--- src/rtl/button_debouncer_pkg.sv ---
// Shared FSM encoding and counter width helpers for the push-button debouncer.
package button_debouncer_pkg;

    typedef enum logic [1:0] {
        RELEASED     = 2'b00,
        PRESS_WAIT   = 2'b01,
        PRESSED      = 2'b10,
        RELEASE_WAIT = 2'b11
    } db_state_e;

    // Bits needed to hold a count of 0 .. n-1, never less than one bit.
    function automatic int cnt_width(input int n);
        return (n < 2) ? 1 : $clog2(n);
    endfunction

    function automatic int max2(input int a, input int b);
        return (a > b) ? a : b;
    endfunction

endpackage

--- src/rtl/button_debouncer_sync_chain.sv ---
// SYNC_STAGES-deep flip-flop synchronizer for one asynchronous bit; latency STAGES edges.
// No flow control: samples every clk edge, async active-high reset clears the chain to 0.
module sync_chain #(
    parameter int STAGES = 2
) (
    input  logic clk,
    input  logic rst,
    input  logic din,
    output logic dout
);

    logic [STAGES-1:0] chain_q;
    logic [STAGES-1:0] chain_d;

    always_comb begin
        chain_d = {chain_q[STAGES-2:0], din};
    end

    always_ff @(posedge clk or posedge rst) begin
        if (rst) begin
            chain_q <= '0;
        end else begin
            chain_q <= chain_d;
        end
    end

    assign dout = chain_q[STAGES-1];

endmodule

--- src/rtl/button_debouncer.sv ---
// Button debouncer: clean level plus one-cycle pulse per press, SYNC_STAGES+DEBOUNCE_CYCLES edges latency.
// No backpressure; optional auto-repeat pulses enabled by defining BUTTON_DEBOUNCER_AUTOREPEAT_EN.
module button_debouncer
    import button_debouncer_pkg::*;
#(
    parameter int SYNC_STAGES     = 2,
    parameter int DEBOUNCE_CYCLES = 1000000,
    parameter int REPEAT_DELAY    = 50000000,
    parameter int REPEAT_PERIOD   = 10000000
) (
    input  logic clk,
    input  logic rst,
    input  logic btn_in,
    output logic btn_level,
    output logic pulse
);

    localparam int              CNT_W   = cnt_width(DEBOUNCE_CYCLES);
    localparam logic [CNT_W-1:0] DB_LAST = CNT_W'(DEBOUNCE_CYCLES - 1);

    if (SYNC_STAGES < 2 || DEBOUNCE_CYCLES < 2 || REPEAT_DELAY < 2 || REPEAT_PERIOD < 2) begin : g_param_check
        $error("button_debouncer: SYNC_STAGES, DEBOUNCE_CYCLES, REPEAT_DELAY and REPEAT_PERIOD must all be >= 2");
    end

    logic             btn_s;
    db_state_e        state_q, state_d;
    logic [CNT_W-1:0] cnt_q, cnt_d;
    logic             level_q, level_d;
    logic             pulse_q, pulse_d;
    logic             rpt_fire;

    sync_chain #(
        .STAGES (SYNC_STAGES)
    ) u_sync (
        .clk  (clk),
        .rst  (rst),
        .din  (btn_in),
        .dout (btn_s)
    );

`ifdef BUTTON_DEBOUNCER_AUTOREPEAT_EN
    localparam int               RPT_W       = cnt_width(max2(REPEAT_DELAY, REPEAT_PERIOD));
    localparam logic [RPT_W-1:0] DELAY_LAST  = RPT_W'(REPEAT_DELAY - 1);
    localparam logic [RPT_W-1:0] PERIOD_LAST = RPT_W'(REPEAT_PERIOD - 1);

    logic [RPT_W-1:0] rpt_q, rpt_d;
    logic             rpt_armed_q, rpt_armed_d;

    // Counter only runs while held in PRESSED; any exit drops it back to 0 and
    // re-arms the long initial delay.
    always_comb begin
        rpt_d       = '0;
        rpt_armed_d = 1'b0;
        rpt_fire    = 1'b0;
        if (state_q == PRESSED && btn_s) begin
            if (rpt_q == (rpt_armed_q ? PERIOD_LAST : DELAY_LAST)) begin
                rpt_fire    = 1'b1;
                rpt_armed_d = 1'b1;
            end else begin
                rpt_d       = rpt_q + RPT_W'(1);
                rpt_armed_d = rpt_armed_q;
            end
        end
    end

    always_ff @(posedge clk or posedge rst) begin
        if (rst) begin
            rpt_q       <= '0;
            rpt_armed_q <= 1'b0;
        end else begin
            rpt_q       <= rpt_d;
            rpt_armed_q <= rpt_armed_d;
        end
    end
`else
    assign rpt_fire = 1'b0;
`endif

    always_comb begin
        state_d = state_q;
        level_d = level_q;
        pulse_d = rpt_fire;
        // Stability count tracks how long btn_s has disagreed with the accepted level.
        cnt_d   = (btn_s == level_q) ? '0 : cnt_q + CNT_W'(1);
        case (state_q)
            RELEASED: begin
                if (btn_s) state_d = PRESS_WAIT;
            end
            PRESS_WAIT: begin
                if (!btn_s) begin
                    state_d = RELEASED;
                end else if (cnt_q == DB_LAST) begin
                    state_d = PRESSED;
                    level_d = 1'b1;
                    pulse_d = 1'b1;
                    cnt_d   = '0;
                end
            end
            PRESSED: begin
                if (!btn_s) state_d = RELEASE_WAIT;
            end
            RELEASE_WAIT: begin
                if (btn_s) begin
                    state_d = PRESSED;
                end else if (cnt_q == DB_LAST) begin
                    state_d = RELEASED;
                    level_d = 1'b0;
                    cnt_d   = '0;
                end
            end
            default: begin
                state_d = RELEASED;
                level_d = 1'b0;
                cnt_d   = '0;
            end
        endcase
    end

    always_ff @(posedge clk or posedge rst) begin
        if (rst) begin
            state_q <= RELEASED;
            cnt_q   <= '0;
            level_q <= 1'b0;
            pulse_q <= 1'b0;
        end else begin
            state_q <= state_d;
            cnt_q   <= cnt_d;
            level_q <= level_d;
            pulse_q <= pulse_d;
        end
    end

    assign btn_level = level_q;
    assign pulse     = pulse_q;

endmodule

--- config.mk ---
export PLATFORM = sky130hd
export DESIGN_NAME = button_debouncer
export DESIGN_NICKNAME = d
export VERILOG_FILES = /design/src/rtl/button_debouncer_pkg.sv /design/src/rtl/button_debouncer_sync_chain.sv /design/src/rtl/button_debouncer.sv
export SDC_FILE = /design/constraint.sdc
export NUM_CORES = 1
export LEC_CHECK = 0
export ABC_AREA = 1
export BUFFER_PORTS_ARGS = -buffer_cell sky130_fd_sc_hd__buf_2
export CAP_MARGIN = 5
export CORE_MARGIN = 2
export CORE_UTILIZATION = 49
export DETAILED_ROUTE_END_ITERATION = 16
export PLACE_DENSITY_LB_ADDON = 0.2
export SLEW_MARGIN = 0
export SYNTH_ARGS = -nofsm -noshare
export SYNTH_HDL_FRONTEND = slang
export SYNTH_SLANG_ARGS = --single-unit
--- constraint.sdc ---
create_clock -name clk -period 1.5 [get_ports clk]
set_input_delay 0.3 -clock clk [delete_from_list [all_inputs] [get_ports clk]]
set_output_delay 0.3 -clock clk [all_outputs]
set_load 0.1 [all_outputs]
# After elaboration in Yosys (flattened, before gate mapping)
# Index checks and enable logic that the tools add are counted.
[totals] elab_cells=43 input_bits=3 register_bits=26 output_inout_bits=2
[classes] mux=20 n_reduce_logical=4 eq_ne=13 n_addsub=1
[op_table] op="$mux 20" n=4
[op_table] op="$pmux 20 s2" n=1
[op_table] op="$add 20x1->20 const B" n=1
[op_table] op="$eq 20x20->1 const B" n=1
[op_table] op="$mux 2" n=6
[op_table] op="$ne 2x2->1 const B" n=4
[op_table] op="$pmux 2 s4" n=1
[op_table] op="$mux 1" n=7
[op_table] op="$reduce_and 5->1" n=1
[op_table] op="$eq 2x2->1 const B" n=2
[op_table] op="$ne 2x1->1 const B" n=2
[op_table] op="$reduce_and 4->1" n=1
[op_table] op="$ne 3x2->1 const B" n=1
[op_table] op="$ne 3x3->1 const B" n=1
[op_table] op="$eq 2x1->1 const B" n=1
[op_table] op="$logic_not 2->1" n=1
[op_table] op="$pmux 1 s2" n=1
[op_table] op="$reduce_bool 2->1" n=1
[op_table] op="$eq 1x1->1" n=1

# Longest topological paths before layout
# Gate-level depths: netlist of run 1.
[depth] depth_word=5 depth_mapped=9 mapped_depth_nobuf=9

# By module
# A second synthesis of run 1 with hierarchy kept.
[unflattened] cells_unflattened=191 hier_area_um2=1477.7
[by_module_without_submodules] mod="button_debouncer" n_inst=1 cells_per_inst=188 seq_area_each_um2=600.6 area_each_um2=1423.9
[by_module_without_submodules] mod="sync_chain" n_inst=1 cells_per_inst=3 seq_area_each_um2=50.0 area_each_um2=53.8

# Least setup slack after synthesis of run 1
# No wires, ideal clock.
[synth_path] kind="register -> register" startpoint="reg level_q (netlist: btn_level)" endpoint="reg cnt_q[11]" slack_ns=-0.206 synth_period_minus_slack_ns=1.706 setup_time_ns=0.065 t_required_ns=1.435 path_buffers=0 arrival_time_ns=1.642 stages_incl_launch_ff=5 cell_sequence="dfrtp_1 -> xor2_4 -> inv_2 -> a21oi_2 -> o21a_1"
[synth_between] elab_chain_len=5 elab_cells_between_ends=6 classes_between="eq/ne: 1; mux: 5"
[synth_lines] element="start, declared" line="button_debouncer.sv:28" rtl="logic level_q, level_d;"
[synth_lines] element="start signal, assigned" line="button_debouncer.sv:128" rtl="level_q <= level_d;"
[synth_lines] element="$eq 1x1->1 *" line="button_debouncer.sv:84" rtl="cnt_d = (btn_s == level_q) ? '0 : cnt_q + CNT_W'(1);"
[synth_lines] element="$mux 20 *" line="button_debouncer.sv:84"
[synth_lines] element="$mux 20" line="button_debouncer.sv:92, button_debouncer.sv:105"
[synth_lines] element="$mux 20 (on tied branches)" line="button_debouncer.sv:103, button_debouncer.sv:90"
[synth_lines] element="$pmux 20 s2 *" line="button_debouncer.sv:85" rtl="case (state_q)"
[synth_lines] element="via cnt_d[11]" line="button_debouncer.sv:27" rtl="logic [CNT_W-1:0] cnt_q, cnt_d;"
[synth_lines] element="end signal, assigned" line="button_debouncer.sv:127" rtl="cnt_q <= cnt_d;"
[synth_lines] element="end, declared" line="button_debouncer.sv:27"
# The timed path passes the listed nets; every way through them passes the cells marked *.
# A chain may end at the register's enable or synchronous reset.

# Final worst setup path of run 1
[layout_path] startpoint="reg cnt_q[1]" endpoint="reg cnt_q[6]"
[layout_between] elab_chain_len=5 elab_cells_between_ends=7 classes_between="add/sub: 1; eq/ne: 1; mux: 5"
[layout_lines] element="$add 20x1->20" line="button_debouncer.sv:84"
[layout_lines] element="$mux 20" line="button_debouncer.sv:84"
[layout_lines] element="$mux 20" line="button_debouncer.sv:92, button_debouncer.sv:105"
[layout_lines] element="$mux 20 (on tied branches)" line="button_debouncer.sv:103, button_debouncer.sv:90"
[layout_lines] element="$pmux 20 s2 *" line="button_debouncer.sv:85"
[layout_lines] element="via cnt_d[6]" line="button_debouncer.sv:27"
# Marked as above.

==> impl_results.md, run 1 <==
- Routed wire length: between 3 and 4 mm
- Sw frac: 22.6%
- Worst-path clk slew: 0.14 ns
- CP max FO: 5
- Initial antenna violation count: 0
- CP peak stage delay: 0.39 ns
- Via count: approximately 1.2k
- Max Clock Skew: around 0.0074 ns
- VDD IR-drop max: 516 µV
- TritonRoute pass-1 iters: 5
- IO Port Bufs: 4
- Fin nets: 218
- CTS H-Tree Depth: 1
- Die area: 3490 µm²
- FP Rows: 19
- Setup ws final: 0.0779 ns
- CP required: 1.73 ns
- Family with the most delay on the worst path: simple AND/OR/NAND/NOR gates
- #FFs+latches synth: 26
- Clk sink count: 26
- Comb pwr share: approximately 6.3%
- Ports: 5
- Slew Limit Headroom: roughly two thirds
- CORE AREA: 2830 µm²
- Layout cell share with drive strength beyond 1: about a fifth
- Fillcell total: between 200 and 300
- Minimum clock period: roughly 1.4 ns
- Setup_tns: 0 ns
- Clock power share: between 30% and 40%
- Crit path cell chain: ha_2 -> nand2_2 -> nor2_4 -> nand2_4 -> nor2_4 -> nand3_4 -> nand2_2 -> nor2_1
- Critical path class: flop to flop
- Largest net degree at the start of global routing: 27
- Syn Nets: ~200
- Global-route wire length before repair: about 5.1 mm
- RR Endpoint: cnt_q[6]
- Reg2Reg Setup Slack: 0.08 ns
- Hold_buf cts: 0
- Crit path DAT: 1.65 ns
- Worst-margin pin slew: around 0.48 ns
- Clock latency on the worst-skew pair: between 0.3 and 0.4 ns
- MaxCap Viol Count: 0
- Multi-input logic area: 761 µm²
- Final std cells w/o fill: 244
- TritonCTS buffer count: 3
- CTS tree: yes
- Int Pwr: around 890 µW
- Worst setup SP type: flop
- Gpl congestion: around 0.90
- Sequential cell area: around 650 µm²
- All-layer global routing usage: between 10% and 20%
- Die Y: roughly 59 µm
- # diodes: 0
- P_leak: ~0.0008 µW
- Wire per inst: about 13 µm
- Pwr Density: slightly below 700 nW/µm²
- Dpl ws: around 0.03 ns
- Failing checks: negative hold slack
- Via-to-Cell Ratio: 5.09
- Worst reg2reg path depth: 8
- Reg2reg start: cnt_q[1]
- Area delta synth->final: 12.0%
- Status: finished, violations left
- Register area share after synthesis: between 40% and 50%
- Min-Delay Path Class: input port to async pin
- Critical path endpoint category: flop
- Initial detailed-routing violation count: 54
- Final period util: a little over nine tenths
- Routed Antenna Nets: 0
- Max Clk Rate: around 0.7 GHz
- Clk root buf: clkbuf_4
- P_sw: approximately 260 µW
- Average size of a mapped cell: between 7 and 8 µm²
- Power, Total: between 1000 and 1500 µW
- CP max stage cell: dfrtp_1
- # setup viols final: 0
- Flop pwr share: between 60 and 70%
- Vias in the first global route: between 1k and 1.5k
- Hold slack: -0.00138 ns
- Fin. max-slew vios: 0
- YS warnings: 0
- Drt drc: 0
- Buf+Inv Stages, Crit Path: 0
- Count of different cell masters after synthesis: 23
- GR Overflow Total: 0
- Cell Area, Synth: roughly 1500 µm²
- Die X: 59.1 µm
- Initial Util: a little over half
- Placed Cells: between 200 and 250
- Mapped Cells: roughly 200
- Final Hold Fails: 6
- Final core utilization: 58.8%
- Clock buffer depth: 2
- Detail Placement HPWL: 2.20 mm
[metrics by stage]
step	hold WS (ns)	instance area, µm²
after floorplan	0.331	1490
after global placement	0.336	1580
after detailed placement	0.345	1580
after CTS	0.00384	1610
after global routing	0.0100	1660
final	-0.00138	1660
[tightest hold or removal path, delay by kind of cell]
family                 cells  cell delay [ns]
buffers and inverters      3             0.44
[flip-flops by register name, indices dropped and copies added, names as in the netlist, named ones only]
signal and count:
cnt_q 20, u_sync.chain_q 2, btn_level 1, pulse 1
state_q 1
[synthesized netlist by cell type (all sizes together)]
| master | number | area, µm² |
|---|---|---|
| nand4 | 4 | 25.0 |
| o21a | 1 | 7.51 |
| and2 | 1 | 6.26 |
| o21bai | 1 | 7.51 |
| nor3 | 1 | 5.00 |
| and3 | 1 | 6.26 |
| inv | 28 | 105 |
| nor2 | 45 | 206 |
| dfrtp | 26 | 651 |
| nand2 | 61 | 249 |
| xor2 | 9 | 97.6 |
| nand3 | 14 | 82.6 |
| a21oi | 2 | 13.8 |
| o21ai | 2 | 10.0 |
| ha | 1 | 12.5 |
[cells by family after synthesis]
logic type | count (synthesis) | share of synthesized area (%)
simple gates | 127 | 39.1
buf+inv | 28 | 7.08
xor+xnor | 9 | 6.57
fa+ha+maj | 1 | 0.842
compound gates | 6 | 2.61
flops | 26 | 43.8
[power groups by stage]
stage | Sequential (µW) | Clock [µW] | Combinational, µW
after floorplan | 733 | 0 | 41.5
after global placement | 733 | 0 | 62.3
after detailed placement | 734 | 0 | 64.4
after CTS | 720 | 366 | 64.4
after global routing | 722 | 397 | 83.0
final | 720 | 354 | 71.7
[worst max-delay path by stage]
stage	from	end	slack, ns	depth (start not counted)
6_report	cnt_q[1]	cnt_q[6]	0.08	8
5_1_grt	cnt_q[1]	cnt_q[14]	-0.01	9
4_1_cts	cnt_q[1]	cnt_q[14]	0.0005	9
3_5_place_dp	cnt_q[1]	cnt_q[3]	0.03	8
3_3_place_gp	cnt_q[1]	cnt_q[6]	0.08	8
2_1_floorplan	btn_level	cnt_q[11]	0.1	4
[routing by layer]
metal / wire length (µm) / global-route usage [%] / up-vias / part of all wire, %
li1: - / - / 637 / -
met1: 1440 / 27.5 / 567 / 47
met2: 1480 / 31.0 / 35 / 48
met3: 142 / 3.06 / 4 / 4.6
met4: 31 / 7.14 / 0 / 1.0
met5: 0 / 0 / - / 0
[repair_timing]
item / 4_1_cts / 5_1_grt
resized for setup: 1 / 6
setup buffers: 0 / 2
hold endpoints to repair: 0 / 0
gates cloned: 0 / 2
setup endpoints to repair: 1 / 17
pin swaps: 0 / 2
[final cells by class]
cell class | count | share of cell area [%]
Multi-Input combinational cell | 145 | 45.7
Sequential cell | 26 | 39.4
Inverter | 28 | 6.32
Timing Repair Buffer | 10 | 4.06
Tap cell | 31 | 2.33
Clock buffer | 4 | 2.18
[cells in the final DEF, fill, tap and decap left out, types with 2 or more instances in the layout]
master	n
nand4_1	4
dfrtp_2	3
nor2_2	3
nor2_4	5
buf_2	3
nand2_1	54
xor2_1	8
inv_1	24
nand2_2	6
o21ai_1	2
nand3_2	2
inv_2	4
buf_4	7
nor2_1	38
nand3_1	12
clkbuf_4	3
dfrtp_1	23
No activity file was read; power rests on OpenSTA's default activity.
==> run 2: changes to the inputs <==
Settings changed: CORE_ASPECT_RATIO set to 0.5.
==> impl_results.md, run 2 (synthesized netlist as in run 1, its figures left out) <==
- Max Clock Skew: 0.00769 ns
- IO Port Bufs: 4
- All-layer global routing usage: roughly 19%
- Power, Total: 1370 µW
- Slew Limit Headroom: just under 70%
- Buf+Inv Stages, Crit Path: 1
- Grt met1 use: between 20 and 30%
- Clk root buf: clkbuf_8
- FP Rows: 14
- Setup ws final: about 0.054 ns
- Routed Antenna Nets: 0
- Largest register FFs: 20
- Detail Placement HPWL: roughly 2.1 mm
- P_leak: a little over 0.0008 µW
- GR Overflow Total: 0
- Clock latency on the worst-skew pair: 0.27 ns
- Worst-path clk slew: 0.09 ns
- Placed Cells: ~250
- Die Y: roughly 43 µm
- Int Pwr: about 1100 µW
- TritonRoute pass-1 iters: 4
- Wire per inst: approximately 12 µm
- Layout cell share with drive strength beyond 1: about a fifth
- CTS tree: yes
- Via-to-Cell Ratio: 4.93
- Die area: ~3500 µm²
- Final Hold Fails: 0
- Family with the most delay on the worst path: buffers and inverters
- Die X: about 82 µm
- Final period util: 96.4%
- Critical path class: flop to output port
- Most frequent cells in the layout: nand2_1, nor2_1, inv_1, dfrtp_1, nand3_1
- Initial detailed-routing violation count: around 110
- Ports: 5
- Comb pwr share: approximately 5.0%
- Sw frac: roughly a fifth
- Regs by FF count: cnt_q: 20 flops, u_sync.chain_q: 2 flops
- Final std cells w/o fill: around 250
- Global-route wire length before repair: 5.12 mm
- Routed wire length: roughly 3.1 mm
- Fin. max-slew vios: 0
- Largest register by flop count: cnt_q
- Initial antenna violation count: 0
- Max Clk Rate: about 0.69 GHz
- Hold slack: 0.0565 ns
- # diodes: 0
- Grt met2 use: between 20% and 30%
- Placed cell area: approximately 1600 µm²
- Worst setup SP type: flop
- Critical path endpoint category: output port
- Largest net degree at the start of global routing: 27
- Vias in the first global route: 1083
- CP max stage cell: buf_2
- CP peak stage delay: about 0.44 ns
- Fin area: 1710 µm²
- Met3 Resource Use GR: about 5%
- Gpl congestion: roughly 0.80
- Status: complete, no violations
- MaxCap Viol Count: 0
- CP required: roughly 1.2 ns
- # setup viols final: 0
- Flop pwr share: roughly 53%
- Crit path DAT: about 1.2 ns
- Dpl ws: ~0.048 ns
- Crit path cell chain: buf_2
- Pwr Density: 803 nW/µm²
- Fin nets: 218
- Fillcell total: 266
- Via count: 1248
- Minimum clock period: about 1.4 ns
- CORE AREA: about 2900 µm²
- CTS H-Tree Depth: 1
- Commonest non-fill, non-tap cell in the layout: nand2_1
- Worst-margin pin slew: roughly 0.48 ns
- TritonCTS buffer count: 3
- VDD IR-drop max: about 610 µV
- Min-Delay Path Class: input port to async pin
- Clock power share: 42.5%
- CP max FO: 3
- Initial Util: between 50% and 60%
- Drt drc: 0
- Area delta synth->final: 14.9%
- Clock buffer depth: 2
- P_sw: 278 µW
- Clk sink count: 26
- Most Crowded Layer GR: met1
==> run 2: changes by cell type in the layout (fill, tap and decap cells not counted), sizes merged <==
cell,change
bufinv,+1
clkbuf,-1
==> run 2: metal layers <==
metal | part of all wire [%] | routed length (µm)
met5 | 0 | 0
met4 | 0.33 | 10
met3 | 4.7 | 145
met2 | 44 | 1340
met1 | 51 | 1570
==> run 2: layout make-up <==
type,instances,area (µm²),share of cell area (%)
clock buffer,3,41.3,2.42
clock inverter,1,30.0,1.76
inverter,28,105,6.16
multi-input combinational,145,762,44.6
sequential,26,653,38.3
tap,40,50.0,2.93
timing repair buffer,10,65.1,3.81
==> run 2: power by group through the flow <==
| stage | Sequential (µW) | Clock [µW] | Combinational (µW) |
|---|---|---|---|
| after floorplan | 733 | 0 | 41.5 |
| after detailed placement | 733 | 0 | 65.0 |
| after CTS | 719 | 595 | 65.1 |
| after global routing | 722 | 621 | 80.2 |
| final | 720 | 582 | 68.9 |
| after global placement | 733 | 0 | 64.0 |
==> run 2: worst paths after layout <==
kind	start	endpoint	slack [ns]	cells after the start
setup / recovery	btn_level	btn_level	0.05	1
hold / removal	rst	cnt_q[9]	0.06	3
setup reg to reg	cnt_q[15]	cnt_q[3]	0.14	8
hold reg to reg	u_sync.chain_q[0]	u_sync.chain_q[1]	0.36	0
max in group asynchronous	rst	u_sync.chain_q[1]	1.17	3
min in group clk	btn_in	u_sync.chain_q[0]	0.13	1
==> run 2: timing repair <==
item | in CTS | in global routing
endpoints found under the setup margin | 0 | 15
buffers inserted | 0 | 2
hold buffers | 0 | 0
gates resized for setup | 0 | 5
==> run 2: metrics by stage <==
step                TNS [ns]  utilization (%)
finish                     0             58.0
global route        -0.00206             58.0
CTS                        0             56.3
detailed placement         0             53.9
global placement           0             53.9
floorplan                  0                -
